--- config.mk ---
export PLATFORM = sky130hd
export DESIGN_NAME = bus_master_arbiter
export DESIGN_NICKNAME = d
export VERILOG_FILES = /design/src/rtl/bus_master_arbiter.sv
export SDC_FILE = /design/constraint.sdc
export NUM_CORES = 1
export LEC_CHECK = 0
export BUFFER_PORTS_ARGS = -buffer_cell sky130_fd_sc_hd__buf_2
export CORE_MARGIN = 10
export CORE_UTILIZATION = 55
export DETAILED_ROUTE_END_ITERATION = 10
export GPL_ROUTABILITY_DRIVEN = 0
export HOLD_SLACK_MARGIN = 0.02
export PLACE_DENSITY_LB_ADDON = 0.25
export SYNTH_ARGS = -nofsm -noshare
export SYNTH_HDL_FRONTEND = slang
export SYNTH_SLANG_ARGS = --single-unit
--- constraint.sdc ---
create_clock -name MCLK_IN -period 2.3 [get_ports MCLK_IN]
set_input_delay 0.23 -clock MCLK_IN [delete_from_list [all_inputs] [get_ports MCLK_IN]]
set_output_delay 0.23 -clock MCLK_IN [all_outputs]
set_load 0.005 [all_outputs]
--- src/rtl/bus_master_arbiter.sv ---
// bus_master_arbiter: runs the 68000 BR/BG/BGACK handshake and hands the bus to one of NREQ
// alternate masters round-robin. Define BUS_ARB_TIMEOUT_EN for the ownership counter / forced revoke.
module bus_master_arbiter #(
    parameter int NREQ     = 2,
    parameter int CW       = 8,
    parameter int HOLD_MAX = 255,
    parameter int CPU_GAP  = 4
) (
    input  logic            MCLK_IN,
    input  logic            RESET_IN,
    input  logic            AS_IN,
    input  logic            BG_IN,
    input  logic [NREQ-1:0] REQ_IN,
    input  logic [NREQ-1:0] DONE_IN,
    output logic            BR,
    output logic            BGACK,
    output logic [NREQ-1:0] GNT,
    output logic            TIMEOUT
);

    localparam int IW = (NREQ > 1) ? $clog2(NREQ) : 1;

    typedef enum logic [2:0] {
        ST_IDLE,
        ST_ARB,
        ST_WAITBUS,
        ST_OWN,
        ST_REL
    } state_t;

    if (NREQ < 1 || NREQ > 8 || CPU_GAP < 1 || CPU_GAP > (2**CW - 1) ||
        HOLD_MAX < 1 || HOLD_MAX > (2**CW - 1)) begin : g_param_check
        $error("bus_master_arbiter: parameter out of range");
    end

    state_t          state_q, state_d;
    logic            br_q, br_d;
    logic            bgack_q, bgack_d;
    logic [NREQ-1:0] gnt_q, gnt_d;
    logic [IW-1:0]   rr_q, rr_d;
    logic [IW-1:0]   winner_q, winner_d;
    logic [CW-1:0]   gap_q, gap_d;
`ifdef BUS_ARB_TIMEOUT_EN
    logic [CW-1:0]   cnt_q, cnt_d;
    logic            timeout_q, timeout_d;
`endif

    // First requester at or after the round-robin pointer, wrapping around.
    function automatic logic [IW-1:0] rr_pick(input logic [NREQ-1:0] req,
                                              input logic [IW-1:0]   ptr);
        logic [IW-1:0] pick;
        logic          found;
        int            idx;
        pick  = ptr;
        found = 1'b0;
        for (int k = 0; k < NREQ; k++) begin
            idx = (int'(ptr) + k) % NREQ;
            if (!found && req[idx]) begin
                pick  = IW'(idx);
                found = 1'b1;
            end
        end
        return pick;
    endfunction

    always_comb begin
        state_d  = state_q;
        br_d     = br_q;
        bgack_d  = bgack_q;
        gnt_d    = gnt_q;
        rr_d     = rr_q;
        winner_d = winner_q;
        gap_d    = gap_q;
`ifdef BUS_ARB_TIMEOUT_EN
        cnt_d     = cnt_q;
        timeout_d = 1'b0;
`endif
        case (state_q)
            ST_IDLE: begin
                if (gap_q != '0) begin
                    gap_d = gap_q - 1'b1;
                end else if (|REQ_IN) begin
                    br_d    = 1'b1;
                    state_d = ST_ARB;
                end
            end
            ST_ARB: begin
                if (REQ_IN == '0) begin
                    br_d    = 1'b0;
                    state_d = ST_IDLE;
                end else if (BG_IN) begin
                    winner_d = rr_pick(REQ_IN, rr_q);
                    state_d  = ST_WAITBUS;
                end
            end
            ST_WAITBUS: begin
                // A withdrawn winner takes priority over the CPU finishing its cycle.
                if (!REQ_IN[winner_q]) begin
                    br_d    = 1'b0;
                    state_d = ST_REL;
                end else if (!AS_IN) begin
                    bgack_d = 1'b1;
                    gnt_d   = NREQ'(1) << winner_q;
                    br_d    = 1'b0;
`ifdef BUS_ARB_TIMEOUT_EN
                    cnt_d   = '0;
`endif
                    state_d = ST_OWN;
                end
            end
            ST_OWN: begin
                if (DONE_IN[winner_q] || !REQ_IN[winner_q]) begin
                    gnt_d   = '0;
                    state_d = ST_REL;
                end
`ifdef BUS_ARB_TIMEOUT_EN
                else if (cnt_q == CW'(HOLD_MAX - 1)) begin
                    gnt_d     = '0;
                    timeout_d = 1'b1;
                    state_d   = ST_REL;
                end else begin
                    cnt_d = cnt_q + 1'b1;
                end
`endif
            end
            ST_REL: begin
                // BGACK lingers one cycle so the master can tri-state. BGACK drops on this
                // edge, so the gap counter loads one less to keep BR low exactly CPU_GAP cycles.
                bgack_d = 1'b0;
                rr_d    = (winner_q == IW'(NREQ - 1)) ? '0 : winner_q + 1'b1;
                gap_d   = CW'(CPU_GAP - 1);
                state_d = ST_IDLE;
            end
            default: state_d = ST_IDLE;
        endcase
    end

    always_ff @(posedge MCLK_IN or posedge RESET_IN) begin
        if (RESET_IN) begin
            state_q   <= ST_IDLE;
            br_q      <= 1'b0;
            bgack_q   <= 1'b0;
            gnt_q     <= '0;
            rr_q      <= '0;
            winner_q  <= '0;
            gap_q     <= '0;
`ifdef BUS_ARB_TIMEOUT_EN
            cnt_q     <= '0;
            timeout_q <= 1'b0;
`endif
        end else begin
            state_q   <= state_d;
            br_q      <= br_d;
            bgack_q   <= bgack_d;
            gnt_q     <= gnt_d;
            rr_q      <= rr_d;
            winner_q  <= winner_d;
            gap_q     <= gap_d;
`ifdef BUS_ARB_TIMEOUT_EN
            cnt_q     <= cnt_d;
            timeout_q <= timeout_d;
`endif
        end
    end

    assign BR    = br_q;
    assign BGACK = bgack_q;
    assign GNT   = gnt_q;
`ifdef BUS_ARB_TIMEOUT_EN
    assign TIMEOUT = timeout_q;
`else
    assign TIMEOUT = 1'b0;
`endif

endmodule

==> flow_metrics.tcl <==
set metrics [dict create \
    antenna_found_initial 0 \
    cts_buffers 3 \
    seq_area_frac_synth_pct 45.0 \
    portBuffers 11 \
    path_clk_slew_ps 110 \
    wirelength_mm 1.93 \
    io_pins 13 \
    hold_path_depth 3 \
    avgSynthCellArea_um2 9.94 \
    routedWlPerCell_um 14.9 \
    slowest_delay_ps 490 \
    final.setup.tns_ps 0 \
    grt_overflow 0 \
    final.period_utilization_pct 95.6 \
    synth_edf_count 0 \
    die_y_um 61.4 \
    placed_area_um2 1020 \
    cp-start-kind "flop" \
    tritoncts "done" \
    p_leak_nw 0.527 \
    cts_buffer_depth 2 \
    utilization_pct 70.7 \
    root_buffer "clkbuf_4" \
    layout_commonest_cell "dfrtp_1" \
    hpwl_mm 1.43 \
    seqCellArea_um2 425 \
    final-setup-viol-count 0 \
    diodes 0 \
    worst_pin_slew_ps 823 \
    timing.hold.ws_ps 216 \
    vdd_ir_drop_max_v 0.000745 \
    areaGrowthSynthToFinish_pct 16.7 \
    crit_slowest_cell "or4b_4" \
    required_ps 2500 \
    rsz0062_at_grt "false" \
    cts_sinks 17 \
    synthesis.instances 95 \
    final_hold_viol_count 0 \
    dr.first_iter.drc_count 8 \
    die_w_um 61.4 \
    grt_usage_pct 11.6 \
    ys_types 41 \
    multi_input_comb_area_um2 498 \
    dr_total_vias 766 \
    skew_ps 4.94 \
    route.detailed.drc 0 \
    grt_max_degree 18 \
    cp-end-kind "flop" \
    status "complete, no violations" \
    fin_area_um2 1100 \
    ys_ff_latch 17 \
    power_density_nw_per_um2 1390 \
    fmax_mhz 455 \
    yosys_warnings 0 \
    async_reset_ff_share_pct 100 \
    drt_first_pass_iters 4 \
    slew_violations 0 \
    reg2reg_depth 6 \
    fillers 109 \
    slew_headroom_pct 44.3 \
    grt_pass1_vias 776 \
    path_max_fanout 5 \
    critPathKind "reg2reg" \
    dieArea_um2 3780 \
    ant_nets 0 \
    syn_area_um2 945 \
    htreeDepth 1 \
    grt_pass1_wl_mm 3.31 \
    final_net_count 124 \
    vias_per_cell 5.94 \
    clock_latency_ps 300 \
    layout-drive-gt1-share_pct 26.5 \
    arrival_ps 2400 \
    layout_common_cells "dfrtp_1 (17), buf_2 (11), nand2_1 (9)" \
    hold_class "in2reg" \
    maxCapViolCount 0 \
    syn_nets 105 \
    row_count 14 \
    ys.flop_type "dfrtp_1" \
    path_cells "inv_2 > ha_1 > or4b_4 > or3_4 > a221oi_4 > mux2_4" \
    coreArea_um2 1560 \
    period_needed_ps 2200 \
    initial_core_util_pct 60.6 \
]
-- path summary, 6_finish.rpt --
kind / start / end / slack (ps)
max reg2reg: gap_q[1]$_DFFE_PP0P_ / state_q[0]$_DFFE_PP0P_ / 100
min reg2reg: GNT[1]$_DFFE_PP0P_ / GNT[1]$_DFFE_PP0P_ / 500
min: BG_IN / state_q[1]$_DFFE_PP0P_ / 220
max in group asynchronous: RESET_IN / state_q[0]$_DFFE_PP0P_ / 1350
min in group asynchronous: RESET_IN / rr_q$_DFFE_PP0P_ / 540
max: gap_q[1]$_DFFE_PP0P_ / state_q[0]$_DFFE_PP0P_ / 100
-- metrics by stage --
stage                     cells  setup slack (ps)  power (W)
final                       129               101    0.00153
after global placement      121               110    0.00122
after global routing        129              12.9    0.00168
after floorplan              95               139    0.00107
after CTS                   127              23.7    0.00147
after detailed placement    121             -14.8    0.00126
-- cell type report --
cell class                      instances  area share [%]
Tap cell                               16            1.82
Timing Repair Buffer                   17            9.31
Clock buffer                            3            2.04
Clock inverter                          1           0.681
Sequential cell                        17            38.6
Multi-Input combinational cell         68            45.2
Inverter                                7            2.38
-- metal layers --
| metal | part of all wire (%) | vias to the layer above | GRT usage, % |
|---|---|---|---|
| li1 | - | 383 | - |
| met5 | 0 | - | 0 |
| met4 | 2.3 | 0 | 4.78 |
| met1 | 50 | 360 | 14.6 |
| met3 | 4.9 | 5 | 3.50 |
| met2 | 43 | 18 | 18.2 |
-- timing repair --
item / in CTS / in global routing
hold endpoints to repair: 17 / 0
pin swaps: 1 / 2
setup endpoints to repair: 1 / 1
buffers inserted: 1 / 2
hold buffers: 1 / 0
resized for setup: 1 / 4
-- power by group --
part / total, W / switching (W) / internal, W
combinational: 0.000750 / 0.000342 / 0.000407
sequential: 0.000611 / 0.000170 / 0.000442
clock: 0.000171 / 0.000105 / 0.0000664
total: 0.00153 / 0.000617 / 0.000915
-- cells by family (layout without fill, tap and decap cells) --
kind of cell	after synthesis	in the layout	share of synthesized area [%]
flip-flops	17	17	45.0
buffers and inverters	10	28	4.37
AO/OA/AOI/OAI	23	23	17.7
adder cells (fa/ha/maj)	3	3	3.71
XOR/XNOR	2	2	1.85
multiplexers	7	7	7.95
other	1	1	0.397
AND/OR/NAND/NOR	32	32	18.9
-- registers in the layout, indices dropped and copies added (netlist names) --
register,flops
gap_q,8
state_q,3
GNT,2
BGACK,1
BR,1
rr_q,1
winner_q,1
-- Yosys cell counts, types with 2 or more instances --
cell	instances	area [um2]
dfrtp_1	17	425
nand2_1	9	33.8
inv_1	7	26.3
o21ai_0	6	30.0
nor3_1	4	20.0
mux2_2	3	33.8
mux2i_1	3	30.0
nand2b_1	3	18.8
nor2_1	3	11.3
o211ai_1	3	22.5
or3_1	3	18.8
a211oi_1	2	15.0
clkbuf_1	2	7.51
ha_1	2	25.0
xnor2_1	2	17.5
-- critical path, delay by kind of cell, from the launching register on --
| family | cells | cell delay (ps) |
|---|---|---|
| and+or+nand+nor | 2 | 850 |
| adders and majority gates | 1 | 130 |
| muxes | 1 | 320 |
| AOI/OAI and AO/OA | 1 | 290 |
| DFF | 1 | 430 |
| buffers and inverters | 1 | 70 |
Power figures use the tool's default switching activity.
